<file path="config.mk">
export PLATFORM = sky130hd
export DESIGN_NAME = regfile_access_arbiter_flat
export DESIGN_NICKNAME = d
export VERILOG_FILES = /design/src/rtl/regfile_access_arbiter_pkg.sv /design/src/rtl/regfile_access_arbiter_if.sv /design/src/rtl/regfile_access_arbiter_grant_sel.sv /design/src/rtl/regfile_access_arbiter.sv /design/src/flat_wrapper.sv
export SDC_FILE = /design/constraint.sdc
export NUM_CORES = 1
export LEC_CHECK = 0
export ABC_AREA = 0
export CORE_ASPECT_RATIO = 0.7
export CORE_MARGIN = 10
export CORE_UTILIZATION = 37
export DETAILED_ROUTE_END_ITERATION = 12
export PLACE_DENSITY = 0.74
export REMOVE_ABC_BUFFERS = 1
export SLEW_MARGIN = 20
export SYNTH_ARGS = -nofsm -noshare
export SYNTH_HDL_FRONTEND = slang
export SYNTH_SLANG_ARGS = --single-unit
</file>
<file path="constraint.sdc">
create_clock -name clk -period 1.75 [get_ports clk]
set_input_delay 0.525 -clock clk [delete_from_list [all_inputs] [get_ports clk]]
set_output_delay 0.525 -clock clk [all_outputs]
set_load 0.05 [all_outputs]
</file>
<file path="src/rtl/regfile_access_arbiter_pkg.sv">
// Shared types and constants for the register-file access arbiter.
// Requester indices, arbiter states and the latched request format.
package regfile_pkg;

    localparam int DATA_W  = 32;
    localparam int ADDR_W  = 5;
    localparam int NUM_REQ = 2;

    localparam logic REQ_CORE = 1'b0;
    localparam logic REQ_DBG  = 1'b1;

    typedef enum logic [1:0] {
        ARB_IDLE    = 2'd0,
        ARB_ISSUE   = 2'd1,
        ARB_CAPTURE = 2'd2
    } arb_state_e;

    typedef struct packed {
        logic              we;
        logic [ADDR_W-1:0] ra1;
        logic [ADDR_W-1:0] ra2;
        logic [ADDR_W-1:0] wa;
        logic [DATA_W-1:0] wd;
    } rf_req_t;

    function automatic logic [NUM_REQ-1:0] req_onehot(input logic idx);
        return idx ? 2'b10 : 2'b01;
    endfunction

endpackage

</file>
<file path="src/rtl/regfile_access_arbiter_if.sv">
// Requester-side bus of the register-file arbiter: per-requester request
// fields, one-hot ready, one-hot response strobe and shared read data.
interface regfile_access_arbiter_if;
    import regfile_pkg::*;

    logic [NUM_REQ-1:0] req_valid;
    logic [NUM_REQ-1:0] req_ready;
    logic [NUM_REQ-1:0] req_we;
    logic [ADDR_W-1:0]  req_ra1_0;
    logic [ADDR_W-1:0]  req_ra1_1;
    logic [ADDR_W-1:0]  req_ra2_0;
    logic [ADDR_W-1:0]  req_ra2_1;
    logic [ADDR_W-1:0]  req_wa_0;
    logic [ADDR_W-1:0]  req_wa_1;
    logic [DATA_W-1:0]  req_wd_0;
    logic [DATA_W-1:0]  req_wd_1;
    logic [NUM_REQ-1:0] rsp_valid;
    logic [DATA_W-1:0]  rsp_rd1;
    logic [DATA_W-1:0]  rsp_rd2;

    modport master (
        output req_valid, req_we, req_ra1_0, req_ra1_1, req_ra2_0, req_ra2_1,
               req_wa_0, req_wa_1, req_wd_0, req_wd_1,
        input  req_ready, rsp_valid, rsp_rd1, rsp_rd2
    );

    modport slave (
        input  req_valid, req_we, req_ra1_0, req_ra1_1, req_ra2_0, req_ra2_1,
               req_wa_0, req_wa_1, req_wd_0, req_wd_1,
        output req_ready, rsp_valid, rsp_rd1, rsp_rd2
    );

endinterface

</file>
<file path="src/rtl/regfile_access_arbiter_grant_sel.sv">
// Combinational winner pick between core and debug, plus the next value of
// the starvation counter that guards debug against a busy core.
module regfile_grant_sel
    import regfile_pkg::*;
#(
    parameter int STARVE_LIMIT = 4,
    parameter int CNT_W        = $clog2(STARVE_LIMIT + 1)
) (
    input  logic [NUM_REQ-1:0] valid,
    input  logic [CNT_W-1:0]   starve_cnt,
    output logic               any,
    output logic               winner,
    output logic [CNT_W-1:0]   starve_nxt
);

    logic at_limit;

    assign at_limit = (starve_cnt == CNT_W'(STARVE_LIMIT));
    assign any      = |valid;

    always_comb begin
        winner = REQ_CORE;
        if (valid == 2'b10)
            winner = REQ_DBG;
        else if (valid == 2'b11 && at_limit)
            winner = REQ_DBG;
    end

    // Only a core win over a waiting debug request counts toward starvation.
    always_comb begin
        starve_nxt = '0;
        if (winner == REQ_CORE && valid[REQ_DBG])
            starve_nxt = at_limit ? starve_cnt : starve_cnt + 1'b1;
    end

endmodule

</file>
<file path="src/rtl/regfile_access_arbiter.sv">
// Shares one register file between core and debug: one access per three
// cycles (IDLE -> ISSUE -> CAPTURE), read data returned with a one-cycle strobe.
module regfile_access_arbiter
    import regfile_pkg::*;
#(
    parameter int STARVE_LIMIT = 4,
    parameter bit ZERO_PROTECT = 1'b1
) (
    input  logic                     clk,
    input  logic                     rst_n,
    regfile_access_arbiter_if.slave  bus,
    output logic [ADDR_W-1:0]        rf_read_reg1,
    output logic [ADDR_W-1:0]        rf_read_reg2,
    output logic [ADDR_W-1:0]        rf_write_reg,
    output logic                     rf_write_flag,
    output logic [DATA_W-1:0]        rf_data,
    input  logic [DATA_W-1:0]        rf_read_data1,
    input  logic [DATA_W-1:0]        rf_read_data2
);

    localparam int CNT_W = $clog2(STARVE_LIMIT + 1);

    arb_state_e         state;
    rf_req_t            lat;
    rf_req_t            sel_req;
    logic               win_q;
    logic [CNT_W-1:0]   starve_cnt;
    logic [CNT_W-1:0]   starve_nxt;
    logic               any;
    logic               winner;
    logic               handshake;
    logic               write_ok;
    logic [NUM_REQ-1:0] rsp_valid_q;
    logic [DATA_W-1:0]  rsp_rd1_q;
    logic [DATA_W-1:0]  rsp_rd2_q;

    regfile_grant_sel #(
        .STARVE_LIMIT (STARVE_LIMIT),
        .CNT_W        (CNT_W)
    ) u_grant_sel (
        .valid      (bus.req_valid),
        .starve_cnt (starve_cnt),
        .any        (any),
        .winner     (winner),
        .starve_nxt (starve_nxt)
    );

    always_comb begin
        if (winner == REQ_DBG)
            sel_req = '{we: bus.req_we[REQ_DBG], ra1: bus.req_ra1_1, ra2: bus.req_ra2_1,
                        wa: bus.req_wa_1, wd: bus.req_wd_1};
        else
            sel_req = '{we: bus.req_we[REQ_CORE], ra1: bus.req_ra1_0, ra2: bus.req_ra2_0,
                        wa: bus.req_wa_0, wd: bus.req_wd_0};
    end

    // Ready is offered only in IDLE, so a requester that drops valid while
    // an access is in flight never reaches a handshake.
    assign bus.req_ready = (state == ARB_IDLE && any) ? req_onehot(winner) : '0;
    assign handshake     = |(bus.req_valid & bus.req_ready);

    always_ff @(posedge clk or negedge rst_n) begin
        if (!rst_n) begin
            state       <= ARB_IDLE;
            lat         <= '0;
            win_q       <= REQ_CORE;
            starve_cnt  <= '0;
            rsp_valid_q <= '0;
            rsp_rd1_q   <= '0;
            rsp_rd2_q   <= '0;
        end else begin
            rsp_valid_q <= '0;
            case (state)
                ARB_IDLE: begin
                    if (handshake) begin
                        lat        <= sel_req;
                        win_q      <= winner;
                        starve_cnt <= starve_nxt;
                        state      <= ARB_ISSUE;
                    end
                end
                ARB_ISSUE: begin
                    state <= ARB_CAPTURE;
                end
                ARB_CAPTURE: begin
                    rsp_rd1_q   <= rf_read_data1;
                    rsp_rd2_q   <= rf_read_data2;
                    rsp_valid_q <= req_onehot(win_q);
                    state       <= ARB_IDLE;
                end
                default: begin
                    state <= ARB_IDLE;
                end
            endcase
        end
    end

    // Register 0 is hard-wired zero when protected; the write is simply not issued.
    assign write_ok = lat.we & ~(ZERO_PROTECT & (lat.wa == '0));

    assign rf_read_reg1  = lat.ra1;
    assign rf_read_reg2  = lat.ra2;
    assign rf_write_reg  = lat.wa;
    assign rf_data       = lat.wd;
    assign rf_write_flag = (state == ARB_ISSUE) & write_ok;

    assign bus.rsp_valid = rsp_valid_q;
    assign bus.rsp_rd1   = rsp_rd1_q;
    assign bus.rsp_rd2   = rsp_rd2_q;

endmodule

</file>
<file path="src/flat_wrapper.sv">
// flat-port wrapper written by rule: the top's interface ports become plain ports
module regfile_access_arbiter_flat import regfile_pkg::*;
#(
    parameter int STARVE_LIMIT = 4,
    parameter bit ZERO_PROTECT = 1'b1
)
  (clk, rst_n, rf_read_reg1, rf_read_reg2, rf_write_reg, rf_write_flag, rf_data, rf_read_data1, rf_read_data2, bus_req_valid, bus_req_we, bus_req_ra1_0, bus_req_ra1_1, bus_req_ra2_0, bus_req_ra2_1, bus_req_wa_0, bus_req_wa_1, bus_req_wd_0, bus_req_wd_1, bus_req_ready, bus_rsp_valid, bus_rsp_rd1, bus_rsp_rd2);
  regfile_access_arbiter_if bus_i ();
  input  logic clk;
  input  logic rst_n;
  output logic [ADDR_W-1:0] rf_read_reg1;
  output logic [ADDR_W-1:0] rf_read_reg2;
  output logic [ADDR_W-1:0] rf_write_reg;
  output logic rf_write_flag;
  output logic [DATA_W-1:0] rf_data;
  input  logic [DATA_W-1:0] rf_read_data1;
  input  logic [DATA_W-1:0] rf_read_data2;
  input wire logic [$bits(bus_i.req_valid)-1:0] bus_req_valid;
  input wire logic [$bits(bus_i.req_we)-1:0] bus_req_we;
  input wire logic [$bits(bus_i.req_ra1_0)-1:0] bus_req_ra1_0;
  input wire logic [$bits(bus_i.req_ra1_1)-1:0] bus_req_ra1_1;
  input wire logic [$bits(bus_i.req_ra2_0)-1:0] bus_req_ra2_0;
  input wire logic [$bits(bus_i.req_ra2_1)-1:0] bus_req_ra2_1;
  input wire logic [$bits(bus_i.req_wa_0)-1:0] bus_req_wa_0;
  input wire logic [$bits(bus_i.req_wa_1)-1:0] bus_req_wa_1;
  input wire logic [$bits(bus_i.req_wd_0)-1:0] bus_req_wd_0;
  input wire logic [$bits(bus_i.req_wd_1)-1:0] bus_req_wd_1;
  output wire logic [$bits(bus_i.req_ready)-1:0] bus_req_ready;
  output wire logic [$bits(bus_i.rsp_valid)-1:0] bus_rsp_valid;
  output wire logic [$bits(bus_i.rsp_rd1)-1:0] bus_rsp_rd1;
  output wire logic [$bits(bus_i.rsp_rd2)-1:0] bus_rsp_rd2;
  assign bus_i.req_valid = bus_req_valid;
  assign bus_i.req_we = bus_req_we;
  assign bus_i.req_ra1_0 = bus_req_ra1_0;
  assign bus_i.req_ra1_1 = bus_req_ra1_1;
  assign bus_i.req_ra2_0 = bus_req_ra2_0;
  assign bus_i.req_ra2_1 = bus_req_ra2_1;
  assign bus_i.req_wa_0 = bus_req_wa_0;
  assign bus_i.req_wa_1 = bus_req_wa_1;
  assign bus_i.req_wd_0 = bus_req_wd_0;
  assign bus_i.req_wd_1 = bus_req_wd_1;
  assign bus_req_ready = bus_i.req_ready;
  assign bus_rsp_valid = bus_i.rsp_valid;
  assign bus_rsp_rd1 = bus_i.rsp_rd1;
  assign bus_rsp_rd2 = bus_i.rsp_rd2;
  regfile_access_arbiter #(.STARVE_LIMIT(STARVE_LIMIT), .ZERO_PROTECT(ZERO_PROTECT)) u_core (.clk(clk), .rst_n(rst_n), .bus(bus_i), .rf_read_reg1(rf_read_reg1), .rf_read_reg2(rf_read_reg2), .rf_write_reg(rf_write_reg), .rf_write_flag(rf_write_flag), .rf_data(rf_data), .rf_read_data1(rf_read_data1), .rf_read_data2(rf_read_data2));
endmodule
</file>
==> results of run 1 <==
[worst max-delay path by stage]
stage / from / endpoint / slack, ns / cells after the start
3_3_place_gp: bus_req_valid[0] / bus_req_ready[1] / -0.54 / 5
2_1_floorplan: u_core.state[1] / bus_req_ready[0] / -3.21 / 3
6_report: u_core.starve_cnt[1] / bus_req_ready[1] / -0.43 / 6
4_1_cts: u_core.starve_cnt[1] / bus_req_ready[1] / -0.39 / 6
3_5_place_dp: bus_req_valid[0] / u_core.rf_read_reg1[1] / -0.59 / 5
5_1_grt: u_core.starve_cnt[1] / bus_req_ready[1] / -0.46 / 6
[worst register-to-register path: stages, from the launching register on]
cell and delay (ns):
sky130_fd_sc_hd__dfrtp_1 0.40, sky130_fd_sc_hd__inv_2 0.10, sky130_fd_sc_hd__ha_4 0.14, sky130_fd_sc_hd__a21bo_4 0.13, sky130_fd_sc_hd__and2_4 0.16, sky130_fd_sc_hd__clkbuf_8 0.38
sky130_fd_sc_hd__o221ai_1 0.23
[cell usage after synthesis]
master | number | area, sq um
sky130_fd_sc_hd__a21bo_2 | 1 | 10.0
sky130_fd_sc_hd__a21boi_0 | 1 | 7.51
sky130_fd_sc_hd__a21o_1 | 1 | 7.51
sky130_fd_sc_hd__a21oi_1 | 1 | 5.00
sky130_fd_sc_hd__a31oi_1 | 1 | 6.26
sky130_fd_sc_hd__a41oi_1 | 1 | 8.76
sky130_fd_sc_hd__and2_4 | 1 | 8.76
sky130_fd_sc_hd__and3_1 | 1 | 6.26
sky130_fd_sc_hd__buf_1 | 2 | 7.51
sky130_fd_sc_hd__buf_2 | 14 | 70.1
sky130_fd_sc_hd__buf_4 | 48 | 360
sky130_fd_sc_hd__buf_6 | 10 | 113
sky130_fd_sc_hd__clkbuf_1 | 19 | 71.3
sky130_fd_sc_hd__dfrtp_1 | 120 | 3000
sky130_fd_sc_hd__ha_1 | 2 | 25.0
sky130_fd_sc_hd__inv_1 | 52 | 195
sky130_fd_sc_hd__inv_2 | 1 | 3.75
sky130_fd_sc_hd__mux2_2 | 64 | 721
sky130_fd_sc_hd__mux2i_1 | 1 | 10.0
sky130_fd_sc_hd__nand2_1 | 1 | 3.75
sky130_fd_sc_hd__nand2_2 | 1 | 6.26
sky130_fd_sc_hd__nand2b_1 | 1 | 6.26
sky130_fd_sc_hd__nand3_1 | 49 | 245
sky130_fd_sc_hd__nand4_1 | 48 | 300
sky130_fd_sc_hd__nand4b_1 | 1 | 8.76
sky130_fd_sc_hd__nor2_1 | 4 | 15.0
sky130_fd_sc_hd__nor2b_1 | 1 | 6.26
sky130_fd_sc_hd__nor4_1 | 1 | 6.26
sky130_fd_sc_hd__o221ai_1 | 35 | 307
sky130_fd_sc_hd__o221ai_2 | 13 | 195
sky130_fd_sc_hd__o22ai_1 | 1 | 6.26
sky130_fd_sc_hd__or2_1 | 1 | 6.26
[metrics by stage]
stage	power [mW]	setup slack [ns]
3_5_place_dp	20.8	-0.593
4_1_cts	24.6	-0.392
3_3_place_gp	20.4	-0.542
2_1_floorplan	11.9	-3.21
5_1_grt	25.5	-0.459
6_report	24.5	-0.426
[report_power, final]
group	total (mW)	switching [mW]	internal (mW)
combinational	15.2	7.81	7.39
clock	3.55	1.38	2.17
sequential	5.72	1.51	4.21
total	24.5	10.7	13.8
[per-layer routing]
| layer | track usage | part of all wire |
|---|---|---|
| met2 | 0.313 | 0.49 |
| met5 | 0 | 0.00064 |
| met3 | 0.0861 | 0.10 |
| met1 | 0.213 | 0.39 |
| met4 | 0.0446 | 0.011 |
[layout make-up]
class	instances	area, sq um	area share
repair buffers	307	4210	0.410
inverters	53	199	0.0194
flip-flops and latches	120	3010	0.293
multi-input cells	232	2000	0.195
well taps	200	250	0.0244
clock buffers	18	439	0.0428
clock inverters	14	166	0.0162
[timing repair]
action | 4_1_cts | 5_1_grt
setup endpoints to repair | 51 | 29
setup buffers | 6 | 2
endpoints found under the hold margin | 0 | 0
gates resized for setup | 15 | 7
hold buffers | 0 | 0
pin swaps | 5 | 3
[kinds of logic after synthesis]
| family | count (synthesis) | share of synthesized area |
|---|---|---|
| buffers and inverters | 146 | 0.143 |
| and+or+nand+nor | 110 | 0.108 |
| muxes | 65 | 0.127 |
| adders and majority gates | 2 | 0.00435 |
| DFF | 120 | 0.522 |
| AOI/OAI and AO/OA | 55 | 0.0962 |
==> run summary, run 1 <==
The flow ran to the end, but the final reports show violations. The final reports fail on setup timing. The run gives 0 as the number of maximum-capacitance constraint violations.

After routing the design area is 10300 sq um. DRC violation total after the first TritonRoute iteration: 226. The worst path in the final design needs a cycle of 2.18 ns, including I/O delays and setup. Clock latency on the worst-skew pair, taken at its later pin, is 0.41 ns. For the relative slew slack, the log shows 0.605.

The H-tree was split into 4 levels. The floorplan step defined a core boundary enclosing 15400 sq um. Summed over all nets, the half-perimeter wirelength after detailed placement is 15200 um. Final worst setup slack: -0.426 ns. In this run the critical register-to-register path is launched from u_core.starve_cnt[1]. The run gives 5119 as the via count of the first global-routing pass. Dividing total power by cell area gives a power density of 2380 nW/um^2. The category of cells accounting for the largest share of critical-path delay is flip-flops. For this run, the number of standard cells in the final layout without fillers is 944. The total global routing overflow is 0.

The share of cells above drive strength 1 is 0.367, and the worst reg-to-reg path cell count is 6. Startpoint class of the critical path: a flip-flop. The count of buffers added on input and output ports is 279. The fraction of the core area covered by cells at the end of the flow came out at 0.669. The average instance area after synthesis is 11.5 sq um, and the cell area after synthesis is 5750 sq um.

The run gives 17 as the number of buffers created by CTS. Total routing resource utilization after global routing: 0.187. The number of placed cells counting well taps came out at 905.

Adding up every negative setup slack in the final design gives -0.987 ns. The number of buffers and inverters on the critical path is 3. TritonCTS built the clock tree.

The relative area change from synthesis to final layout is 78.5%, and the peak ir drop on the vdd network is 1060 uV. Setup repair after global routing could not meet its margin everywhere. The tools report the count of pins over their slew limit as 0. Clock tree synthesis found a total of 120 sinks. Initial antenna violation count: 1.

The tools report the initial cell density of the core as 0.375. In this run the clock root is driven by a sky130_fd_sc_hd__clkbuf_16. STA classifies the critical path endpoint as an output port. The die covers 21000 sq um. Traced cell by cell, the critical path runs through inv_2 -> ha_4 -> a21bo_4 -> buf_6 -> and3_4 -> buf_12. The library cells used most frequently in the layout, excluding fill and tap cells, are sky130_fd_sc_hd__clkdlybuf4s50_1 (160), sky130_fd_sc_hd__buf_12 (119), sky130_fd_sc_hd__dfrtp_1 (118). In this run, distinct cell masters in the synthesized netlist total 32.

At the end of routability-driven placement, the weighted congestion stood at 0.813. The clock arrives with 0.00678 ns of skew. Overall die height: 124 um.

The floorplan has 38 rows. The placement-stage cell area is 9530 sq um. The tools report the global-route wire length before repair as 30900 um. The commonest non-fill, non-tap cell in the layout was sky130_fd_sc_hd__clkdlybuf4s50_1. The run gives 4.39 nW as the leakage power. The maximum number of pins on one net before global-route repair was 93. The layout has 1101 filler cells.

Hold is met by 0.0221 ns. The slowest library cell on the worst path was sky130_fd_sc_hd__dfrtp_1. The post-detailed-route count of antenna-violating nets is 0. The net total in the final layout is 897. The Yosys step of the flow raised 0 warnings.

Along the worst path, the maximum fanout reaches 3. The routed design has 20300 um of wire. The pin slew with the least headroom to its limit is 0.593 ns. The worst hold path belongs to the class in -> async. The sequential cell area fraction in the yosys report was 0.522. The required time at the endpoint of the critical path was 1.22 ns. The routed layout has 4835 vias.

Setup violations remaining at the end of the flow were counted as 3. The share of the clock period used by the worst path is 1.24. The DRC violation count after routing was 0; the number of detailed-route iterations in the first pass was 5. The critical path is of the reg -> out type. For flop-to-flop paths, the worst setup slack is 0.06 ns. Counting along the longest clock path gives a buffer depth of 2. In the final routed layout, each cell accounts on average for 21.5 um. The number of failing hold endpoints at the final stage was 0. Endpoint of the worst-slack reg-to-reg timing path: u_core.rf_read_reg1[1]. 0 antenna diodes ended up in the layout. Number of register bits inferred by synthesis: 120.

Clock edge transition at the registers on the reported setup and hold paths: 0.06 ns. The number of primary I/O pins was 280. The die is 169 um wide.

The largest single stage delay on the critical path is 0.38 ns. STA puts the critical path data arrival time at 1.65 ns. The post-detailed-route via-to-cell ratio is 5.12, and the number of instances in the synthesized netlist is 498. Derived from the worst setup path, the maximum achievable clock frequency is 460 MHz.
Power figures use the tool's default switching activity.
==> run 2, diff against run 1 <==
--- a/config.mk
+++ b/config.mk
@@ -8,11 +8,14 @@
 export ABC_AREA = 0
 export CORE_ASPECT_RATIO = 0.7
 export CORE_MARGIN = 10
-export CORE_UTILIZATION = 37
+export CORE_UTILIZATION = 40
 export DETAILED_ROUTE_END_ITERATION = 12
-export PLACE_DENSITY = 0.74
+export DONT_BUFFER_PORTS = 1
+export PLACE_DENSITY = 0.53
 export REMOVE_ABC_BUFFERS = 1
+export SETUP_SLACK_MARGIN = 0.2
 export SLEW_MARGIN = 20
 export SYNTH_ARGS = -nofsm -noshare
 export SYNTH_HDL_FRONTEND = slang
 export SYNTH_SLANG_ARGS = --single-unit
+export TNS_END_PERCENT = 20
==> run summary, run 2 (synthesized netlist as in run 1, its figures left out) <==
The run finished, with violations left. The checks that failed: hold timing, setup timing. The logs give 2 for the number of buffers between clock root and the deepest sink and 4 for the number of H-tree levels. The highest attainable clock frequency came out at 471 MHz. Buffers inserted during clock tree synthesis total 17.

In this run the tool buffered the top-level ports with 0 buffer cells. Fraction of the core area covered by cells at the end of the flow: 0.467. The number of failing hold endpoints at the final stage was 120.

The floorplan step defined a die boundary enclosing 19700 sq um. The number of placed cells counting well taps was 615; the count of antenna diodes in the layout was 0. In the final routed layout, each cell accounts on average for 25.3 um.

Using the TritonRoute via totals, the vias-per-cell ratio works out to 5.72. The number of cell rows was 36; the number of maximum-capacitance constraint violations was 0. The root cell of the clock tree was sky130_fd_sc_hd__clkbuf_16.

In the final design database the tool counted 613 nets. Registers take 3140 sq um. The congestion estimate from routability-driven global placement came to 0.737. The tools report the type of destination of the critical path as an output port. The class of the most critical hold timing path is in -> async.

STA classifies the critical path startpoint as a flip-flop. Commonest non-fill, non-tap cell in the layout: sky130_fd_sc_hd__dfrtp_2. The number of fill cells in the layout was 1288. The critical path class was reg -> out. The number of primary I/O pins was 280. The register-to-register setup slack came out at 0.16 ns. The placement-stage cell area is 5580 sq um, and the pin slew with the least headroom to its limit is 0.558 ns. After global routing the overflow that remains totals 0. The initial cell density of the core is 0.411, and the final critical delay including setup and external delays is 2.12 ns. Setup repair after global routing could not meet its margin everywhere. TritonCTS built the clock tree. Setup violations remaining at the end of the flow were counted as 3.

The worst clock skew on the final layout was 0.0133 ns. The logs give -0.375 ns for the final worst setup slack and 257 for the DRC violation total after the first TritonRoute iteration. The tools report the relative slew slack as 0.628.

The overall die width is 163 um, and the insertion delay to the later sink of the worst-skew pair is 0.40 ns. The clock edge transition at the registers on the reported setup and hold paths was 0.06 ns; the relative area change from synthesis to final layout was 13.7%. The HPWL reported at the end of detailed placement was 11400 um; the final instance area was 6540 sq um. For this block, the routed nets add up to 16400 um of wire. The first TritonRoute pass finished after 4 iterations. The total routing resource utilization after global routing is 0.156.

For the final-layout worst hold slack, the log shows -0.185 ns. Data on the critical path arrives at its endpoint at 1.60 ns. Via count of the first global-routing pass: 3845. Across all layers, the routed design uses 3717 vias. The DRC violation count after routing is 0. Entering global routing, the biggest net connects 121 pins. STA puts the critical path data required time at 1.22 ns. The clock net in this run drives a total of 120 sinks.

Along the worst path, the maximum fanout reaches 3. Share of cells above drive strength 1: 0.554. The post-detailed-route count of antenna-violating nets came out at 0. The library cells used most frequently in the layout, excluding fill and tap cells, are sky130_fd_sc_hd__dfrtp_2 (109), sky130_fd_sc_hd__inv_1 (50), sky130_fd_sc_hd__nand3_1 (49). The multi-input combinational cell area is 2080 sq um, and the overall die height is 120 um.

The run gives 0 as the initial antenna violation count. The tools report the count of pins over their slew limit as 0. The startpoint identified for the worst register-to-register timing path is u_core.starve_cnt[1]. The start point of the critical path was u_core.starve_cnt[1].

The share of the clock period used by the worst path was 1.21; the core area was 14000 sq um. The number of cells in the finished layout apart from fillers was 650; the global-route wire length before repair was 24300 um.
[run 2: worst paths after layout]
kind / end / cells past startpoint
min in group clk: u_core.bus.rsp_rd1[1] / 1
worst min register to register: u_core.bus.rsp_valid[0] / 1
max in group asynchronous: u_core.rf_data[16] / 0
worst max register to register: u_core.rf_data[20] / 6
worst max-delay path: bus_req_ready[1] / 6
worst min-delay path: u_core.bus.rsp_rd1[8] / 0
[run 2: stage by stage]
step | worst slack (ns) | hold slack (ns) | setup TNS [ns]
3_5_place_dp | -0.149 | 0.233 | -4.48
6_report | -0.375 | -0.185 | -0.889
3_3_place_gp | -0.0972 | 0.233 | -3.04
5_1_grt | -0.459 | -0.212 | -1.13
4_1_cts | -0.389 | -0.201 | -0.937
2_1_floorplan | -3.21 | 0.229 | -208.42
[run 2: critical path, cell delays in order (launching register included)]
cell and delay [ns]:
sky130_fd_sc_hd__dfrtp_1 0.36, sky130_fd_sc_hd__inv_2 0.06, sky130_fd_sc_hd__ha_4 0.16, sky130_fd_sc_hd__a21bo_4 0.22, sky130_fd_sc_hd__buf_6 0.11, sky130_fd_sc_hd__and3_4 0.14, sky130_fd_sc_hd__buf_12 0.14
[run 2: per-layer routing]
| layer | routed length, um | up-vias | global-route usage |
|---|---|---|---|
| met5 | 0 | - | 0 |
| met4 | 231 | 0 | 0.0449 |
| met3 | 1590 | 19 | 0.0678 |
| met2 | 8360 | 151 | 0.262 |
| met1 | 6240 | 1893 | 0.178 |
| li1 | - | 1654 | - |
[run 2: what timing repair did]
action,in CTS,in global routing
resized for setup,127,32
hold endpoints to repair,120,120
buffers inserted,3,0
pin swaps,6,1
endpoints found under the setup margin,160,81
[run 2: area by class of cell]
type                    count  share of cell area
inverters                  53              0.0308
repair buffers             23              0.0423
clock buffers              18              0.0656
clock inverters            14              0.0264
flip-flops and latches    120               0.480
multi-input cells         232               0.318
well taps                 190              0.0364
Power of run 2 is left out: the tool's default activity adds up to more than one toggle a clock period on the data nets, which glitch-free logic cannot reach.
